### config.mk
export PLATFORM = sky130hd
export DESIGN_NAME = mod_updown_counter
export DESIGN_NICKNAME = d
export VERILOG_FILES = /design/src/rtl/mod_updown_counter.sv
export SDC_FILE = /design/constraint.sdc
export NUM_CORES = 1
export LEC_CHECK = 0
export ABC_CLOCK_PERIOD_IN_PS = 2920
export CAP_MARGIN = 20
export CORE_AREA = 5 5 42 44
export CTS_CLUSTER_DIAMETER = 60
export DETAILED_ROUTE_END_ITERATION = 10
export DIE_AREA = 0 0 47 49
export HOLD_SLACK_MARGIN = 0.1
export PLACE_DENSITY = 0.82
export SKIP_CTS_REPAIR_TIMING = 1
export SYNTH_ARGS = -nofsm -noshare
export SYNTH_HDL_FRONTEND = slang
export SYNTH_SLANG_ARGS = --single-unit
export TNS_END_PERCENT = 10
### constraint.sdc
create_clock -name i_clk -period 2.92 [get_ports i_clk]
set_clock_uncertainty 0.1 [all_clocks]
set_input_delay 0.292 -clock i_clk [delete_from_list [all_inputs] [get_ports i_clk]]
set_output_delay 0.292 -clock i_clk [all_outputs]
set_load 0.02 [all_outputs]
### src/rtl/mod_updown_counter.sv
// Modulo-MOD up/down counter with a DIV prescaler, synchronous clear/load and a cascade terminal count.
// Build option: define CNT_SAT_EN for saturating mode, where the count parks at 0 or MOD-1 instead of wrapping.
module mod_updown_counter #(
    parameter int W   = 4,
    parameter int MOD = 10,
    parameter int DIV = 1
) (
    input  logic         i_clk,
    input  logic         i_rst,
    input  logic         i_en,
    input  logic         i_up,
    input  logic         i_clr,
    input  logic         i_load,
    input  logic [W-1:0] i_ld_val,
    output logic [W-1:0] o_out,
    output logic         o_tc
);
    // Count is kept one bit wider than the output so MOD == 2**W compares and wraps cleanly.
    localparam logic [W:0] LP_MAX = (W+1)'(MOD - 1);
    localparam logic [W:0] LP_MOD = (W+1)'(MOD);

    logic [W:0] r_cnt;
    logic       w_tick;
    logic       w_at_max;
    logic       w_at_zero;
    logic       w_at_lim;
    logic [W:0] w_ld;
    logic [W:0] w_up_nx;
    logic [W:0] w_dn_nx;

    generate
        if (DIV == 1) begin : g_nops
            assign w_tick = i_en;
        end else begin : g_ps
            localparam int PSW = $clog2(DIV);
            logic [PSW-1:0] r_ps;

            assign w_tick = i_en && (r_ps == PSW'(DIV - 1));

            always_ff @(posedge i_clk or posedge i_rst) begin
                if (i_rst)
                    r_ps <= '0;
                else if (i_clr || i_load || w_tick)
                    r_ps <= '0;
                else if (i_en)
                    r_ps <= r_ps + 1'b1;
            end
        end
    endgenerate

    assign w_at_max  = (r_cnt == LP_MAX);
    assign w_at_zero = (r_cnt == '0);
    assign w_at_lim  = i_up ? w_at_max : w_at_zero;
    assign w_ld      = ({1'b0, i_ld_val} >= LP_MOD) ? LP_MAX : {1'b0, i_ld_val};

`ifdef CNT_SAT_EN
    assign w_up_nx = w_at_max  ? LP_MAX : r_cnt + 1'b1;
    assign w_dn_nx = w_at_zero ? '0     : r_cnt - 1'b1;
    // Level output while parked at the limit; not qualified by the prescaler.
    assign o_tc    = !i_rst && !i_clr && !i_load && w_at_lim;
`else
    assign w_up_nx = w_at_max  ? '0     : r_cnt + 1'b1;
    assign w_dn_nx = w_at_zero ? LP_MAX : r_cnt - 1'b1;
    assign o_tc    = !i_rst && !i_clr && !i_load && w_tick && w_at_lim;
`endif

    always_ff @(posedge i_clk or posedge i_rst) begin
        if (i_rst)
            r_cnt <= '0;
        else if (i_clr)
            r_cnt <= '0;
        else if (i_load)
            r_cnt <= w_ld;
        else if (w_tick)
            r_cnt <= i_up ? w_up_nx : w_dn_nx;
    end

    assign o_out = r_cnt[W-1:0];

endmodule
==> run_results.csv <==
group,metric,value,unit
cells_and_area,final_cell_mix,"clkdlybuf4s50_1, inv_1, dfrtp_1",
detailed_routing,vias,494,
clocking,cts_tree,"built",
die,die_area,2303,um2
global_route,grt_pass1_vias,499,
die,die_y,49,um
detailed_routing,wl_per_cell,14.21,um
synth,synth_edf_count,0,
power,powerDensity,356.1,nW/um2
timing,fin_crit,2.669,ns
global_route,gr-total-overflow,0,
global_route,grt_use_total,11.68,%
detailed_routing,drt-initial-drc-count,7,
clocking,clock-sinks,5,
synth,syn_inst,63,
synth,synth.net_count,76,
cells_and_area,diodes,0,
global_route,grt.met1_usage,15.40,%
synth,async_flop_share,100.0,%
clocking,h-tree-depth,1,
cells_and_area,final_common_cell,"clkdlybuf4s50_1",
worst_setup_path,max_stage_delay,0.66,ns
timing,setup_viol,0,
worst_setup_path,cp_max_fo,8,
detailed_routing,drc,0,
die,rows,14,
cells_and_area,fin_area,693.2,um2
placement,post-dp-hpwl,1032,um
die,start_util,40.18,%
clocking,numCtsBuffers,3,
synth,synth_ff_type,"dfrtp_1",
global_route,use_met2,19.68,%
worst_setup_path,setup.worst_path.class,"reg2out",
cells_and_area,fillers,143,
placement,place_area,666.9,um2
worst_setup_path,crit_chain,"inv_1, ha_1, nor3b_2, o21ai_1, nor4_1, clkdlybuf4s50_1",
power,p_leak,0.0002715,uW
detailed_routing,ant_nets,0,
clocking,clk-insertion-delay-late,0.23,ns
synth,synth_cell_types,34,
timing,setup_tns,0,ns
cells_and_area,largest_reg_flops,5,
cells_and_area,largest-register,"r_cnt",
detailed_routing,totalWireLength,1279,um
worst_setup_path,cp.arrival,2.28,ns
worst_setup_path,critPathLaunchType,"flop",
global_route,grt_pass1_wl,2042,um
synth,synth-seq-cells,5,
run_status,status,"finished clean",
cells_and_area,fin_nets,88,
clocking,cts.reportedPaths.clkPinSlew,0.04,ns
timing,grt_setup_unrepaired,"false",
die,io_pins,15,
timing,fmax,0.3747,GHz
clocking,clock_path_buffers,2,
placement,numPortBuffers,14,
cells_and_area,top_regs,"r_cnt: 5 flops",
synth,syn_area_per_cell,8.937,um2
global_route,grt_max_degree,11,
timing,timing.final.crit_share,91.41,%
worst_setup_path,cp.required,2.53,ns
cells_and_area,final-seq-area,125.1,um2
power,ir_drop,111.3,uV
timing,hold_viol_final,0,
global_route,met3_usage,0,%
timing,slew_viol_final,0,
cells_and_area,synthToLayoutAreaGrowth,23.11,%
global_route,antenna_found_initial,0,
min_path,hold_class,"in2async",
cells_and_area,drive_above_1_share,16.22,%
timing,slew-limit-headroom,76.72,%
detailed_routing,vias_per_cell,5.489,
timing,tightestPinTransition,0.3481,ns
global_route,busiest_layer,"met2",
flow_run,cap_violations,0,
cells_and_area,multiInputGateArea,351.6,um2
worst_setup_path,slowest_stage,"clkdlybuf4s50_1",
synth,syn_area,563.0,um2
synth,seq_area_frac_synth,22.22,%
clocking,cts_root_buf,"clkbuf_4",
detailed_routing,drt_pass1_iterations,4,
synth,ys_warn_count,0,
die,core,1401,um2
placement,place_congestion,0.8780,
worst_setup_path,cp-end-kind,"primary output",
die,die_w,47,um
final cells by class:
type | instances | share of cell area, %
flip-flops and latches | 5 | 18.05
inverters | 6 | 3.249
multi-input cells | 44 | 50.72
repair buffers | 15 | 21.30
well taps | 16 | 2.888
clock buffers | 4 | 3.791
worst paths after layout:
| check | from | to | slack [ns] | depth (start not counted) |
|---|---|---|---|---|
| worst min register to register | r_cnt[4] | r_cnt[4] | 0.53 | 2 |
| worst max register to register | r_cnt[0] | r_cnt[1] | 1.18 | 6 |
| max in group asynchronous | i_rst | r_cnt[0] | 2.34 | 2 |
| worst min-delay path | i_rst | r_cnt[4] | 0.21 | 2 |
| worst max-delay path | r_cnt[0] | o_tc | 0.25 | 6 |
| min in group i_clk | r_cnt[4] | r_cnt[4] | 0.53 | 2 |
routing by layer:
| metal | share of wire [%] | routed length, um |
|---|---|---|
| met4 | 0 | 0 |
| met3 | 5.2 | 66 |
| met1 | 45 | 578 |
| met5 | 0 | 0 |
| met2 | 50 | 634 |
through the flow:
stage | hold WS, ns | total power (uW) | utilization (%) | setup slack [ns] | instances
after global placement | 0.4507 | 168.2 | 47.59 | 0.3962 | 86
after global routing | 0.2341 | 259.6 | 49.46 | 0.1484 | 90
after floorplan | -0.02948 | 145.1 | - | 0.8856 | 63
after CTS | 0.2112 | 248.8 | 49.46 | 0.2577 | 90
final | 0.2109 | 246.9 | 49.46 | 0.2509 | 90
after detailed placement | 0.4600 | 170.8 | 47.59 | 0.3711 | 86
where the power goes:
| group | switching (uW) | leakage [uW] | internal (uW) |
|---|---|---|---|
| Clock | 24.8 | 0.0000150 | 51.4 |
| Sequential | 11.7 | 0.0000664 | 74.0 |
| Combinational | 41.7 | 0.000190 | 43.3 |
cells by family after synthesis:
family | Yosys count | share of synthesized area, %
compound gates | 16 | 23.56
xor+xnor | 3 | 4.668
fa+ha+maj | 3 | 6.667
buf+inv | 14 | 15.33
flops | 5 | 22.22
mux | 1 | 1.778
simple gates | 21 | 25.78
worst max-delay path, delay by kind of cell, from the launching register on:
family	cells	cell delay, ns
buffers and inverters	2	0.79
flip-flops	1	0.47
AND/OR/NAND/NOR	2	0.45
adder cells (fa/ha/maj)	1	0.20
AO/OA/AOI/OAI	1	0.13
synth_stat cells, drive strengths merged (2+ instances only):
library cell / count / area (um2)
nor4: 2 / 18.77
nand3: 2 / 10.01
o22ai: 2 / 12.51
a21oi: 3 / 15.01
o21ai: 3 / 15.01
nor2: 4 / 15.01
a221oi: 2 / 30.03
buf: 7 / 60.06
xnor2: 3 / 26.28
nor3b: 3 / 27.52
ha: 3 / 37.54
dfrtp: 5 / 125.1
nand3b: 2 / 15.01
inv: 6 / 22.52
No activity file was read; power rests on OpenSTA's default activity.
==> RTL edit 1: new RTL, same flow settings <==
Set the parameter `W` to 6 (it was 4).
--- a/src/rtl/mod_updown_counter.sv
+++ b/src/rtl/mod_updown_counter.sv
@@ -1,7 +1,7 @@
 // Modulo-MOD up/down counter with a DIV prescaler, synchronous clear/load and a cascade terminal count.
 // Build option: define CNT_SAT_EN for saturating mode, where the count parks at 0 or MOD-1 instead of wrapping.
 module mod_updown_counter #(
-    parameter int W   = 4,
+    parameter int W   = 6,
     parameter int MOD = 10,
     parameter int DIV = 1
 ) (
Ports: changed (resized i_ld_val and o_out); port bits go from 15 to 19. The function was not compared with the original's and may differ.
==> RTL edit 1 against the unedited design <==
Global-route usage is 10 points higher; via count is 85% higher; combinational power is 150% higher; setup slack better by 0.25 ns; synthesized area is 57% higher; non-clock buffer count is 9 higher; sequential share of layout area is 1.3 points lower; sequential cell count is 2 higher; final area is 51% higher; hold slack hardly changed; wire length is 77% higher; sequential power is 46% higher; power is 71% higher; critical endpoint unchanged; largest cell class unchanged.
==> RTL edit 1: results (changes against the unedited design) <==
{
  "placement": {
    "pre_cts_ws": {"value": 0.320, "unit": "ns", "change": "-0.0508 ns"},
    "io_buffers": {"value": 18, "change": "+4"},
    "gp_congestion": {"value": 0.895, "change": "+1.9%"}
  },
  "worst_setup_path": {
    "critPathMaxStageDelay": {"value": 0.45, "unit": "ns", "change": "-0.21 ns"},
    "r2r-start": "r_cnt[1]",
    "critical_path.max_fanout": {"value": 6, "change": "-2"},
    "worst_ep_arrival_time": {"value": 2.03, "unit": "ns", "change": "-0.25 ns"},
    "reg2reg_depth": {"value": 6, "change": "unchanged"},
    "timing.reg2reg.setup_slack": {"value": 0.78, "unit": "ns", "change": "-0.40 ns"},
    "critPathSlowestCell": "or3b_1",
    "regToRegEndpoint": "r_cnt[6]"
  },
  "clock_network": {
    "clock_insertion_delay_worst_skew": {"value": 0.26, "unit": "ns", "change": "+0.03 ns"},
    "max-clock-path-buffers": {"value": 2, "change": "unchanged"}
  },
  "synthesis": {
    "mappedNetlistNets": {"value": 124, "change": "+63%"},
    "netlist-cell-type-count": {"value": 46, "change": "+35%"},
    "synth_commonest_cells": "dfrtp_1, inv_1, nor2_1",
    "yosysSeqAreaShare": {"value": 19.8, "unit": "%", "change": "-2.4 points"}
  },
  "sta": {
    "hold_ws": {"value": 0.211, "unit": "ns", "change": "+0.0000760 ns"},
    "worst_slew_pin_slew": {"value": 0.643, "unit": "ns", "change": "+0.295 ns"}
  },
  "grt": {
    "grt_pass1_wl": {"value": 3.77, "unit": "mm", "change": "+85%"},
    "first_global_vias": {"value": 871, "change": "+75%"},
    "track_usage": {"value": 21.8, "unit": "%", "change": "+10 points"}
  },
  "power_and_ir_drop": {
    "power.ir.vdd_worst": {"value": 0.432, "unit": "mV", "change": "+290%"}
  },
  "cells_and_area": {
    "layout.filler_cells": {"value": 115, "change": "-20%"},
    "finalNetCount": {"value": 138, "change": "+57%"}
  },
  "outcome": {
    "run_status": "completed"
  },
  "route": {
    "routed_wirelength": {"value": 2.27, "unit": "mm", "change": "+77%"},
    "first_iter_violations": {"value": 42, "change": "+35"}
  }
}
RTL edit 1: cell count changes after synthesis, sizes merged, moves of 3 or more:
cell	before	now
nor2	4	7
nand2	1	6
or3b	0	3
buf	7	11
a21oi	3	6
o311ai	0	3
clkbuf	1	4
a311o	0	3
o31a	0	3
RTL edit 1: layout make-up:
| type | instances | area, um^2 | share of cell area (%) |
|---|---|---|---|
| clock buffers | 4 | 26.3 | 2.51 |
| inverters | 7 | 26.3 | 2.51 |
| multi-input cells | 79 | 573 | 54.7 |
| flip-flops and latches | 7 | 175 | 16.7 |
| well taps | 16 | 20.0 | 1.91 |
| repair buffers | 24 | 228 | 21.7 |
RTL edit 1: per-stage QoR:
stage | cells | cell area [um^2] | utilization (%) | total power [W]
6_report | 137 | 1050 | 74.8 | 0.000421
5_1_grt | 137 | 1050 | 74.8 | 0.000456
3_5_place_dp | 133 | 1020 | 72.6 | 0.000329
4_1_cts | 137 | 1040 | 74.5 | 0.000418
3_3_place_gp | 133 | 1020 | 72.6 | 0.000325
2_1_floorplan | 108 | 883 | - | 0.000289
RTL edit 1: worst max path at each step:
stage	slack, ns	startpoint	end
detailed placement	0.32	r_cnt[1]	o_tc
floorplan	0.58	r_cnt[0]	o_tc
global placement	0.34	i_en	o_tc
CTS	0.04	r_cnt[1]	o_tc
finish	0.50	r_cnt[1]	o_tc
global route	0.35	r_cnt[1]	o_tc
RTL edit 1: metal layers:
layer / up-vias / track usage (%) / wire, um
met1: 417 / 30.3 / 911
met5: - / 0 / 0
met4: 0 / 11.1 / 44
li1: 434 / - / -
met2: 56 / 31.4 / 1080
met3: 7 / 3.32 / 226
RTL edit 1: where the power goes:
group / switching (W) / internal (W) / total [W] / leakage (nW)
combinational: 0.000116 / 0.0000938 / 0.000210 / 0.326
clock: 0.0000348 / 0.0000521 / 0.0000868 / 0.0150
sequential: 0.0000166 / 0.000108 / 0.000125 / 0.0934
total: 0.000167 / 0.000254 / 0.000421 / 0.434
RTL edit 1: logic make-up (layout without fill, tap and decap cells):
logic type	after synthesis	in the layout	synth area share, %
AOI/OAI and AO/OA	38	38	33.6
and+or+nand+nor	35	35	23.4
buffers and inverters	22	35	15.6
DFF	7	7	19.8
adders and majority gates	4	4	5.67
xor gates and xnor gates	2	2	1.98
RTL edit 1: worst max-delay path, delay by kind of cell (launching register included):
family / cells / cell delay [ns]
compound gates: 1 / 0.10
simple gates: 3 / 0.78
buf+inv: 2 / 0.35
fa+ha+maj: 1 / 0.17
flops: 1 / 0.38
==> RTL edit 2: new RTL, same flow settings <==
Without the edit above. Put a register stage on the outputs `o_out` and `o_tc`, without a reset. The values now appear one clock later.
--- a/src/rtl/mod_updown_counter.sv
+++ b/src/rtl/mod_updown_counter.sv
@@ -61,7 +61,10 @@
 `else
     assign w_up_nx = w_at_max  ? '0     : r_cnt + 1'b1;
     assign w_dn_nx = w_at_zero ? LP_MAX : r_cnt - 1'b1;
-    assign o_tc    = !i_rst && !i_clr && !i_load && w_tick && w_at_lim;
+    always_ff @(posedge i_clk) begin
+        o_out <= r_cnt[W-1:0];
+        o_tc  <= !i_rst && !i_clr && !i_load && w_tick && w_at_lim;
+    end
 `endif
 
     always_ff @(posedge i_clk or posedge i_rst) begin
@@ -75,6 +78,5 @@
             r_cnt <= i_up ? w_up_nx : w_dn_nx;
     end
 
-    assign o_out = r_cnt[W-1:0];
 
 endmodule
Formal check against the unedited RTL: not equivalent (a bounded check fails within 4 cycles, from zero or initial values and one cycle with i_rst high).
==> RTL edit 2 against the unedited design <==
Hold slack got worse by 0.039 ns; sequential cell count up 5; synthesized area up 4.0%; sequential power rose by 85%; final area rose by 10%; via count grew 12%; setup slack gained 0.90 ns; final cell count grew 7.8%; power is 40% higher; wire length shrank 4.5%.
==> RTL edit 2: results (changes against the unedited design) <==
{
  "outcome": {
    "run_status": "completed"
  },
  "worst_setup_path": {
    "critPathSlowestCell": "dfrtp_1",
    "critPathMaxStageDelay": {"value": 0.46, "unit": "ns", "change": "-0.20 ns"},
    "worst_ep_arrival_time": {"value": 1.83, "unit": "ns", "change": "-0.45 ns"},
    "timing.reg2reg.setup_slack": {"value": 1.15, "unit": "ns", "change": "-0.03 ns"},
    "regToRegEndpoint": "r_cnt[2]"
  },
  "grt": {
    "maximum_number_of_pins_on_one_net_before_global_route_repair": {"value": 12, "change": "+1"},
    "track_usage": {"value": 12.6, "unit": "%", "change": "+0.90 points"},
    "first_global_vias": {"value": 520, "change": "+4.2%"},
    "grt_pass1_wl": {"value": 2.11, "unit": "mm", "change": "+3.4%"}
  },
  "synthesis": {
    "synth_commonest_cells": "a21oi_1, inv_1, dfrtp_1, dfxtp_1",
    "synth_top_flop_cell": "dfxtp_1",
    "yosysSeqAreaShare": {"value": 38.5, "unit": "%", "change": "+16 points"},
    "synth.top_cells.by_area": "dfrtp_1, dfxtp_1, ha_1, a21oi_1, nor4bb_4",
    "ys.warnings.count": {"value": 0, "change": "unchanged"},
    "mappedNetlistNets": {"value": 77, "change": "+1.3%"},
    "netlist-cell-type-count": {"value": 30, "change": "-12%"},
    "async_flop_share": {"value": 50.0, "unit": "%", "change": "-50 points"}
  },
  "power_and_ir_drop": {
    "cell_internal_pwr": {"value": 0.000245, "unit": "W", "change": "+45%"},
    "leakage": {"value": 0.321, "unit": "nW", "change": "+18%"},
    "power.ir.vdd_worst": {"value": 0.254, "unit": "mV", "change": "+130%"}
  },
  "cells_and_area": {
    "finalNetCount": {"value": 95, "change": "+8.0%"},
    "drive_gt1_share": {"value": 9.88, "unit": "%", "change": "-6.3 points"},
    "largest_registers_ranked_by_flip_flop_count": "r_cnt x5, o_out x4, o_tc x1",
    "layout.filler_cells": {"value": 140, "change": "-2.1%"}
  },
  "route": {
    "vias": {"value": 551, "change": "+12%"},
    "drtPass1Iterations": {"value": 5, "change": "+1"},
    "first_iter_violations": {"value": 17, "change": "+10"},
    "routed_wirelength": {"value": 1.22, "unit": "mm", "change": "-4.5%"}
  },
  "placement": {
    "hpwlAfterDp": {"value": 976, "unit": "um", "change": "-5.5%"},
    "gp_congestion": {"value": 0.875, "change": "-0.34%"},
    "detailed_place.area": {"value": 738, "unit": "um^2", "change": "+11%"},
    "pre_cts_ws": {"value": 0.940, "unit": "ns", "change": "+0.569 ns"}
  },
  "sta": {
    "worst_slew_pin_slew": {"value": 0.331, "unit": "ns", "change": "-0.0176 ns"}
  },
  "clock_network": {
    "cts_made_buffers": {"value": 3, "change": "unchanged"},
    "clkSlewWorstSetupHoldPaths": {"value": 0.07, "unit": "ns", "change": "+0.03 ns"},
    "clock_insertion_delay_worst_skew": {"value": 0.27, "unit": "ns", "change": "+0.04 ns"}
  }
}
[RTL edit 2: cell type report]
class                      instances  area, um^2  area share (%)
clock buffer                       4        26.3            3.44
inverter                           6        22.5            2.95
multi-input combinational         47         330            43.2
sequential                        10         225            29.5
tap                               16        20.0            2.62
timing repair buffer              14         140            18.3
[RTL edit 2: through the flow]
stage / std cells / util (%) / hold WS [ns] / total power, W
finish: 97 / 54.6 / 0.172 / 0.000347
global route: 97 / 54.6 / 0.202 / 0.000368
CTS: 97 / 54.6 / 0.175 / 0.000349
detailed placement: 93 / 52.7 / 0.337 / 0.000248
global placement: 93 / 52.7 / 0.339 / 0.000245
floorplan: 64 / - / -0.0295 / 0.000211
[RTL edit 2: power groups by stage]
stage               Clock [W]  Sequential [W]  Combinational (W)
floorplan                   0        0.000165          0.0000459
global placement            0        0.000160          0.0000851
detailed placement          0        0.000160          0.0000873
CTS                  0.000104        0.000158          0.0000875
global route         0.000113        0.000159          0.0000954
finish               0.000102        0.000158          0.0000871
[RTL edit 2: worst max-delay path: cells and delay by family, from the launching register on]
family	cells	cell delay (ns)
AO/OA/AOI/OAI	2	0.39
adder cells (fa/ha/maj)	1	0.19
buffers and inverters	1	0.09
flip-flops	1	0.46
AND/OR/NAND/NOR	2	0.43
[RTL edit 2: worst max-delay path by stage]
stage / start / to / slack, ns
5_1_grt: r_cnt[0] / r_cnt[2] / 1.04
6_report: r_cnt[0] / r_cnt[2] / 1.15
3_3_place_gp: i_up / r_cnt[2] / 0.99
3_5_place_dp: i_load / r_cnt[2] / 0.94
2_1_floorplan: r_cnt[0] / r_cnt[2] / 1.34
4_1_cts: r_cnt[0] / r_cnt[2] / 1.15
[RTL edit 2: logic make-up after synthesis]
group                    after synthesis  synth area share (%)
AO/OA/AOI/OAI                         21                  22.9
XOR/XNOR                               2                  2.99
adder cells (fa/ha/maj)                3                  6.41
buffers and inverters                  7                  5.13
flip-flops                            10                  38.5
multiplexers                           1                  1.92
AND/OR/NAND/NOR                       20                  22.2
[RTL edit 2: routing by layer]
layer,wire [um],vias to the layer above,global-route usage (%)
li1,-,270,-
met2,520,23,18.1
met1,549,251,15.6
met3,96,7,1.85
met5,0,-,0
met4,55,0,10.6
